--- src/rtl/debug_pkg.sv ---
// Shared command codes, frame geometry and state encoding for the debug
// sequencer and its transmit serializer.
package debug_pkg;

  localparam logic [7:0] CMD_RESET = 8'h52;  // 'R'
  localparam logic [7:0] CMD_STEP  = 8'h53;  // 'S'
  localparam logic [7:0] CMD_RUN   = 8'h43;  // 'C'
  localparam logic [7:0] CMD_DUMP  = 8'h44;  // 'D'

  localparam int HDR_BYTES = 4;

  typedef enum logic [2:0] {
    S_IDLE,
    S_RESET,
    S_STEP,
    S_RUN,
    S_LOAD,
    S_SEND,
    S_WAIT
  } state_e;

endpackage

--- src/rtl/dbg_tx_serializer.sv ---
// Captures one dump frame ({dp_bus, counter}) and sends it LSB byte first
// over a busy/write UART handshake, pulsing done_o after the last byte.
module dbg_tx_serializer
  import debug_pkg::*;
#(
  parameter int DUMP_BYTES = 16
) (
  input  logic                    clk,
  input  logic                    rst,
  input  logic                    load_i,
  input  logic [DUMP_BYTES*8-1:0] dp_bus_i,
  input  logic [31:0]             cnt_i,
  input  logic                    tx_busy,
  output logic [7:0]              tx_data,
  output logic                    tx_write,
  output logic                    done_o
);

  localparam int FRAME_BYTES = DUMP_BYTES + HDR_BYTES;
  localparam int IDX_W       = $clog2(FRAME_BYTES);

  state_e                   tx_state_q, tx_state_d;
  logic [FRAME_BYTES*8-1:0] frame_q, frame_d;
  logic [IDX_W-1:0]         idx_q, idx_d;
  logic                     wait_min_q, wait_min_d;
  logic [7:0]               tx_data_q, tx_data_d;
  logic                     tx_write_q, tx_write_d;

  always_comb begin
    // NOTE: every signal assigned here gets a default first, so no path can
    // leave one unassigned and infer a latch.
    tx_state_d = tx_state_q;
    frame_d    = frame_q;
    idx_d      = idx_q;
    wait_min_d = 1'b0;
    tx_data_d  = tx_data_q;
    tx_write_d = 1'b0;
    done_o     = 1'b0;
    case (tx_state_q)
      S_IDLE: begin
        if (load_i) begin
          frame_d    = {dp_bus_i, cnt_i};
          idx_d      = '0;
          tx_state_d = S_SEND;
        end
      end
      S_SEND: begin
        if (!tx_busy) begin
          tx_data_d  = frame_q[7:0];
          tx_write_d = 1'b1;
          wait_min_d = 1'b1;
          tx_state_d = S_WAIT;
        end
      end
      S_WAIT: begin
        // tx_busy only rises one cycle after the write, so the first WAIT
        // cycle never looks at it.
        if (!wait_min_q && !tx_busy) begin
          if (idx_q == IDX_W'(FRAME_BYTES - 1)) begin
            done_o     = 1'b1;
            idx_d      = '0;
            tx_state_d = S_IDLE;
          end else begin
            frame_d    = frame_q >> 8;
            idx_d      = idx_q + IDX_W'(1);
            tx_state_d = S_SEND;
          end
        end
      end
      default: tx_state_d = S_IDLE;
    endcase
  end

  always_ff @(posedge clk) begin
    // NOTE: the frame register is an ordinary flop bank, not a RAM, so it is
    // cleared on reset along with the rest of the state.
    if (rst) begin
      tx_state_q <= S_IDLE;
      frame_q    <= '0;
      idx_q      <= '0;
      wait_min_q <= 1'b0;
      tx_data_q  <= '0;
      tx_write_q <= 1'b0;
    end else begin
      tx_state_q <= tx_state_d;
      frame_q    <= frame_d;
      idx_q      <= idx_d;
      wait_min_q <= wait_min_d;
      tx_data_q  <= tx_data_d;
      tx_write_q <= tx_write_d;
    end
  end

  assign tx_data  = tx_data_q;
  assign tx_write = tx_write_q;

endmodule

--- src/rtl/debug_sequencer.sv ---
// UART-driven debug controller: resets, single-steps or free-runs a datapath
// and dumps {cycle counter, dp_bus} as a byte frame after each step/run/dump.
module debug_sequencer
  import debug_pkg::*;
#(
  parameter int DUMP_BYTES = 16,
  parameter int RST_CYCLES = 4
) (
  input  logic                    clk,
  input  logic                    rst,
  input  logic [7:0]              rx_data,
  input  logic                    rx_data_rdy,
  input  logic                    tx_busy,
  input  logic [DUMP_BYTES*8-1:0] dp_bus,
  input  logic                    dp_halt,
  output logic                    dp_clk_en,
  output logic                    dp_reset,
  output logic [7:0]              tx_data,
  output logic                    tx_write,
  output logic                    running
);

  state_e      state_q, state_d;
  logic [31:0] cnt_q, cnt_d;
  logic [3:0]  rst_cnt_q, rst_cnt_d;
  logic        dp_clk_en_q, dp_clk_en_d;
  logic        dp_reset_q, dp_reset_d;
  logic        running_q, running_d;
  logic        ser_done;

  always_comb begin
    state_d   = state_q;
    cnt_d     = cnt_q;
    rst_cnt_d = rst_cnt_q;
    case (state_q)
      S_IDLE: begin
        if (rx_data_rdy) begin
          case (rx_data)
            CMD_RESET: begin
              state_d   = S_RESET;
              rst_cnt_d = 4'(RST_CYCLES - 1);
            end
            CMD_STEP: state_d = S_STEP;
            CMD_RUN:  state_d = S_RUN;
            CMD_DUMP: state_d = S_LOAD;
            default:  ;
          endcase
        end
      end
      S_RESET: begin
        cnt_d = '0;
        if (rst_cnt_q == 4'd0) state_d = S_IDLE;
        else                   rst_cnt_d = rst_cnt_q - 4'd1;
      end
      S_STEP: begin
        cnt_d   = cnt_q + 32'd1;
        state_d = S_LOAD;
      end
      S_RUN: begin
        cnt_d = cnt_q + 32'd1;
        if (dp_halt || rx_data_rdy) state_d = S_LOAD;
      end
      S_LOAD:         state_d = S_SEND;
      S_SEND, S_WAIT: if (ser_done) state_d = S_IDLE;
      default:        state_d = S_IDLE;
    endcase

    // Outputs are decoded from the next state so they are registered yet
    // line up exactly with the state they describe.
    dp_clk_en_d = (state_d == S_STEP) || (state_d == S_RUN);
    dp_reset_d  = (state_d == S_RESET);
    running_d   = (state_d == S_RUN);
  end

  always_ff @(posedge clk) begin
    // NOTE: sequential state uses non-blocking assignments so every flop
    // samples pre-edge values regardless of statement order.
    if (rst) begin
      state_q     <= S_IDLE;
      cnt_q       <= '0;
      rst_cnt_q   <= '0;
      dp_clk_en_q <= 1'b0;
      dp_reset_q  <= 1'b0;
      running_q   <= 1'b0;
    end else begin
      state_q     <= state_d;
      cnt_q       <= cnt_d;
      rst_cnt_q   <= rst_cnt_d;
      dp_clk_en_q <= dp_clk_en_d;
      dp_reset_q  <= dp_reset_d;
      running_q   <= running_d;
    end
  end

  dbg_tx_serializer #(
    .DUMP_BYTES(DUMP_BYTES)
  ) u_ser (
    .clk     (clk),
    .rst     (rst),
    .load_i  (state_q == S_LOAD),
    .dp_bus_i(dp_bus),
    .cnt_i   (cnt_q),
    .tx_busy (tx_busy),
    .tx_data (tx_data),
    .tx_write(tx_write),
    .done_o  (ser_done)
  );

  assign dp_clk_en = dp_clk_en_q;
  assign dp_reset  = dp_reset_q;
  assign running   = running_q;

endmodule

--- config.mk ---
export PLATFORM = sky130hd
export DESIGN_NAME = debug_sequencer
export DESIGN_NICKNAME = d
export VERILOG_FILES = /design/src/rtl/debug_pkg.sv /design/src/rtl/dbg_tx_serializer.sv /design/src/rtl/debug_sequencer.sv
export SDC_FILE = /design/constraint.sdc
export NUM_CORES = 1
export LEC_CHECK = 0
export CORE_UTILIZATION = 45
export DETAILED_ROUTE_END_ITERATION = 16
export GPL_TIMING_DRIVEN = 0
export PLACE_DENSITY = 0.77
export SETUP_SLACK_MARGIN = 0.2
export SYNTH_ARGS = -nofsm -noshare
export SYNTH_HDL_FRONTEND = slang
export SYNTH_SLANG_ARGS = --single-unit
--- constraint.sdc ---
create_clock -name clk -period 2.45 [get_ports clk]
set_input_delay 0.245 -clock clk [delete_from_list [all_inputs] [get_ports clk]]
set_output_delay 0.245 -clock clk [all_outputs]
set_load 0.005 [all_outputs]
Yosys cells after proc, flatten, opt, wreduce, memory -nomap -nowiden
Cells that the tools add are included.
- output and inout bits: 12
- logic and storage cells: 86
- register bits after elaboration: 219
- input bits: 141
- $add $sub $neg: 3
- bitwise operators: 2
- mux-type cells: 28
- reduce and logical (&&, ||, !) cells: 19
- equality and inequality tests: 23
- operator list (operator ; number):
    two-way mux 160 bit ; 3
    case mux 160 bit (2 select lines) ; 1
    case mux 32 bit (2 select lines) ; 1
    adder 32 x 1 -> 32 bit, second input constant ; 1
    equality test 8 x 7 -> 1 bit, second input constant ; 4
    two-way mux 3 bit ; 8
    case mux 3 bit (6 select lines) ; 1
    equality test 3 bit, second input constant ; 5
    two-way mux 5 bit ; 3
    equality test 3 x 2 -> 1 bit, second input constant ; 4
    two-way mux 4 bit ; 3
    case mux 3 bit (4 select lines) ; 1
    case mux 5 bit (2 select lines) ; 1
    case mux 3 bit (3 select lines) ; 1
    inequality test 2 bit, second input constant ; 4
    case mux 4 bit (2 select lines) ; 1
    AND reduction 4 bit ; 2
    equality test 3 x 1 -> 1 bit, second input constant ; 2
    zero test 3 bit ; 2
    inequality test 2 x 1 -> 1 bit, second input constant ; 3
    AND reduction 3 bit ; 2
    nonzero test 2 bit ; 3
    OR reduction 2 bit ; 3
    adder 5 x 1 -> 5 bit, second input constant ; 1
    9 further kinds ; 15

Longest topological paths before layout
- word-level depth: 8
- mapped depth: 8
- depth with buffers taken out: 6

Modules after synthesis
From an unflattened synthesis, not the netlist that was laid out.
- cell total of the unflattened synthesis: 1112
- area total of the unflattened synthesis: 10506.3 um^2
- modules (own cells, without submodules) (module ; seq. area each (um^2) ; cells an instance ; area each (um^2) ; instances):
    dbg_tx_serializer ; 3543.4 ; 817 ; 8096.5 ; 1
    debug_sequencer ; 840.8 ; 295 ; 2409.8 ; 1

Worst setup path after synthesis
No wires, ideal clock.
- path type: reg2reg
- start: reg u_ser.idx_q[0]
- end: reg u_ser.frame_q[100]
- setup time: 137 ps
- clock period less this slack: 1940 ps
- path slack: 510 ps
- arrival: 1803 ps
- buffers on the path: 2
- required time: 2313 ps
- stages on the path, launching flop included: 8
- cell sequence: dfxtp_1 ha_1 nand4bb_1 nor2_1 a211oi_2 clkbuf_1 buf_1 a211oi_1
- longest elaborated chain between the ends: 3
- RTL lines (what ; line ; RTL):
    start, declared ; dbg_tx_serializer.sv:24 ; logic [IDX_W-1:0] idx_q, idx_d;
    start signal, assigned ; dbg_tx_serializer.sv:87 ; idx_q <= idx_d;
    equality test 5 bit ; dbg_tx_serializer.sv:59 ; if (idx_q == IDX_W'(FRAME_BYTES - 1)) begin
    inequality test 2 bit (no source line) ; - ;
    AND reduction 4 bit (no source line) ; - ;
    end signal, assigned ; dbg_tx_serializer.sv:86 ; frame_q <= frame_d;
    end, declared ; dbg_tx_serializer.sv:23 ; logic [FRAME_BYTES*8-1:0] frame_q, frame_d;
Every way passes these cells.
A chain may end at the register's enable or synchronous reset.

Worst setup path in the final report
- start: in rst
- end: reg u_ser.frame_q[150]
- RTL lines (what ; line ; RTL):
    start, declared ; debug_sequencer.sv:10 ; input logic rst,
No word-level cell between the ends.

==> reports/metrics.yaml <==
pwr:
  pwr-share-comb: 0.056
  pwr-share-clk: 0.479
  p_leak_nw: 5.246
  power_density_nw_per_um2: 611.8
  ir_drop_mv: 0.4528
  p_total_mw: 7.687
  p_sw_frac: 0.2151
  p_sw_mw: 1.653
  seqPwrFrac: 0.465
  p_int_mw: 6.034
timing:
  hold_violations: 0
  worst_pin_slew_ns: 0.8873
  max_clock_freq_mhz: 449.7
  fin_ws_ns: 0.2261
  clock_skew_ns: 0.01598
  setup_viol_count_final: 0
  fin_crit_ns: 2.224
  tns_ns: 0
  min_period_over_period: 0.9077
  timing.final.max_slew_violations: 0
  slew_headroom: 0.4039
  rsz0062_at_grt: "true"
logic_synthesis:
  syn_inst: 1080
  syn_nets: 1225
  synth_area_um2: 9766
  synthTopCellsByArea: "dfxtp_1 45%, mux2i_1 16%, a211oi_1 12%"
  synth_top_area_cell: "dfxtp_1"
  async_flop_share: 0
  yosysUniqueCellTypes: 52
  synth.top_cell.area_share: 0.4489
  synth_ff_type: "dfxtp_1"
  synth_edf_count: 0
  syn_avg_cell_area_um2: 9.042
  synth_seq_area_share: 0.4489
  ys_seq_elements: 219
  yosysWarnings: 0
outcome:
  outcome: "finished clean"
placement:
  place_area_um2: 11630
  dp_hpwl_um: 19030
  dpl_worst_slack_ns: -0.4350
  gp_congestion: 0.8608
  port_buffers: 152
die:
  fp.dieH_um: 149.3
  io_pins: 153
  start_util: 0.4616
  coreArea_um2: 21150
  dieArea_um2: 22300
  rows: 53
  dieWidth_um: 149.3
clock_network:
  clk_path_buf_depth: 3
  path_clk_slew_ns: 0.06
  ctsRootBufferMaster: "clkbuf_16"
  h-tree-depth: 1
  cts_buffers: 24
  cts.sinks: 219
  clk_latency_ns: 0.52
  tritoncts: "yes"
  hold_buffers: 0
global_routing:
  grt_pass1_wl_um: 42010
  grt_pass1_vias: 8647
  grt_remaining_overflow: 0
  grt_max_degree: 14
  grt_antenna_before_repair: 0
  grt_use_total: 0.2330
layout:
  antenna_cells: 0
  nets: 1406
  area_growth_syn_to_layout_pct: 28.66
  layout-drive-gt1-share: 0.08757
  fillers: 1782
  multiInputGateArea_um2: 5037
  final_common_cell: "dfxtp_1"
  fin_area_um2: 12560
  final_cell_mix: "218 x dfxtp_1, 199 x nor2_1, 156 x a211oi_1"
  register_area_um2: 4385
critical_path:
  criticalPathCategory: "in -> reg"
  r2r_setup_slack_ns: 0.28
  crit_fanout: 10
  end_kind: "register"
  crit_required_ns: 2.81
  cp.arrival_ns: 2.58
  startpoint_type: "input pin"
detailed_routing:
  drc: 0
  drtPass1Iterations: 8
  viasPerCell: 5.700
  wl_per_cell_um: 16.92
  num_vias: 8858
  ant_nets: 0
  finalWirelength_um: 26300
  drtIter0Drc: 426
flow_run:
  cap_violations: 0
worst_hold_path:
  min_path_type: "in -> reg"
[per-stage QoR]
stage	util	hold WS, ns	cells
global placement	0.5498	0.4426	1507
floorplan	-	0.3707	1080
finish	0.5940	0.3216	1554
detailed placement	0.5498	0.4465	1507
global route	0.5940	0.3358	1554
CTS	0.5898	0.3156	1551
[kinds of logic after synthesis]
| logic type | count (synthesis) | share of synthesized area |
|---|---|---|
| flops | 219 | 0.4489 |
| fa+ha+maj | 4 | 0.005125 |
| xor+xnor | 1 | 0.0008970 |
| simple gates | 342 | 0.1593 |
| mux | 154 | 0.1581 |
| compound gates | 263 | 0.1882 |
| buf+inv | 97 | 0.03946 |
[metal layers]
layer  share of wire  wire (µm)  GRT usage  vias to the layer above
li1                -          -          -                     4312
met2            0.47      12240     0.3802                      294
met5               0          0          0                        -
met3           0.053       1401    0.03150                       71
met4           0.036        955     0.1046                        0
met1            0.45      11700     0.3058                     4181
[timing repair]
action,in CTS,in global routing
pin swaps,0,2
setup endpoints to repair,151,167
resized for setup,12,48
buffers inserted,0,4
[synthesized netlist by cell type, types with 3 or more instances]
cell / number
and3_1: 5
nand4_1: 17
buf_2: 17
or2_2: 5
a311oi_1: 4
dfxtp_1: 219
nor3_1: 8
a21oi_1: 37
mux2i_1: 152
a211oi_1: 156
nor3b_1: 4
and2_1: 3
clkbuf_1: 63
nor2b_1: 4
a22o_1: 9
nand3_1: 27
buf_1: 7
o21ai_0: 27
o32ai_1: 3
nand2_1: 42
ha_1: 4
or3_1: 7
o31ai_1: 3
a21o_1: 3
a31oi_1: 8
nor4_1: 5
nor2_1: 200
a211o_1: 3
o211ai_1: 3
inv_1: 9
[flip-flops by register name, summed over array words and instances (netlist names)]
signal / count
u_ser.frame_q: 160
state_q: 3
dp_reset: 1
u_ser.idx_q: 5
u_ser.tx_state_q: 3
u_ser.tx_data: 8
rst_cnt_q: 4
dp_clk_en: 1
cnt_q: 32
u_ser.wait_min_q: 1
running: 1
[layout make-up]
cell class / count / area share
multi-input cells: 764 / 0.4009
flip-flops and latches: 219 / 0.3490
repair buffers: 156 / 0.1235
clock buffers: 35 / 0.05915
plain buffers: 86 / 0.03077
well taps: 275 / 0.02738
clock inverters: 9 / 0.006274
inverters: 10 / 0.002987
[critical path, cell delays in order]
cell	delay [ns]
clkdlybuf4s50_1	0.53
clkbuf_1	0.51
clkbuf_1	0.62
clkbuf_1	0.57
a211oi_1	0.10
[final timing paths]
kind / endpoint / cells after the start / start
max: u_ser.frame_q[150] / 5 / rst
min: u_ser.frame_q[159] / 2 / dp_bus[127]
max reg2reg: cnt_q[27] / 6 / cnt_q[8]
min reg2reg: u_ser.tx_data[6] / 2 / u_ser.tx_data[6]
[power groups by stage]
stage | registers (mW) | logic (mW) | clock network, mW
2_1_floorplan | 3.65 | 0.132 | 0
3_3_place_gp | 3.65 | 0.423 | 0
3_5_place_dp | 3.65 | 0.426 | 0
4_1_cts | 3.57 | 0.429 | 3.72
5_1_grt | 3.57 | 0.457 | 3.88
6_report | 3.57 | 0.430 | 3.68
No activity file was read; power rests on OpenSTA's default activity.
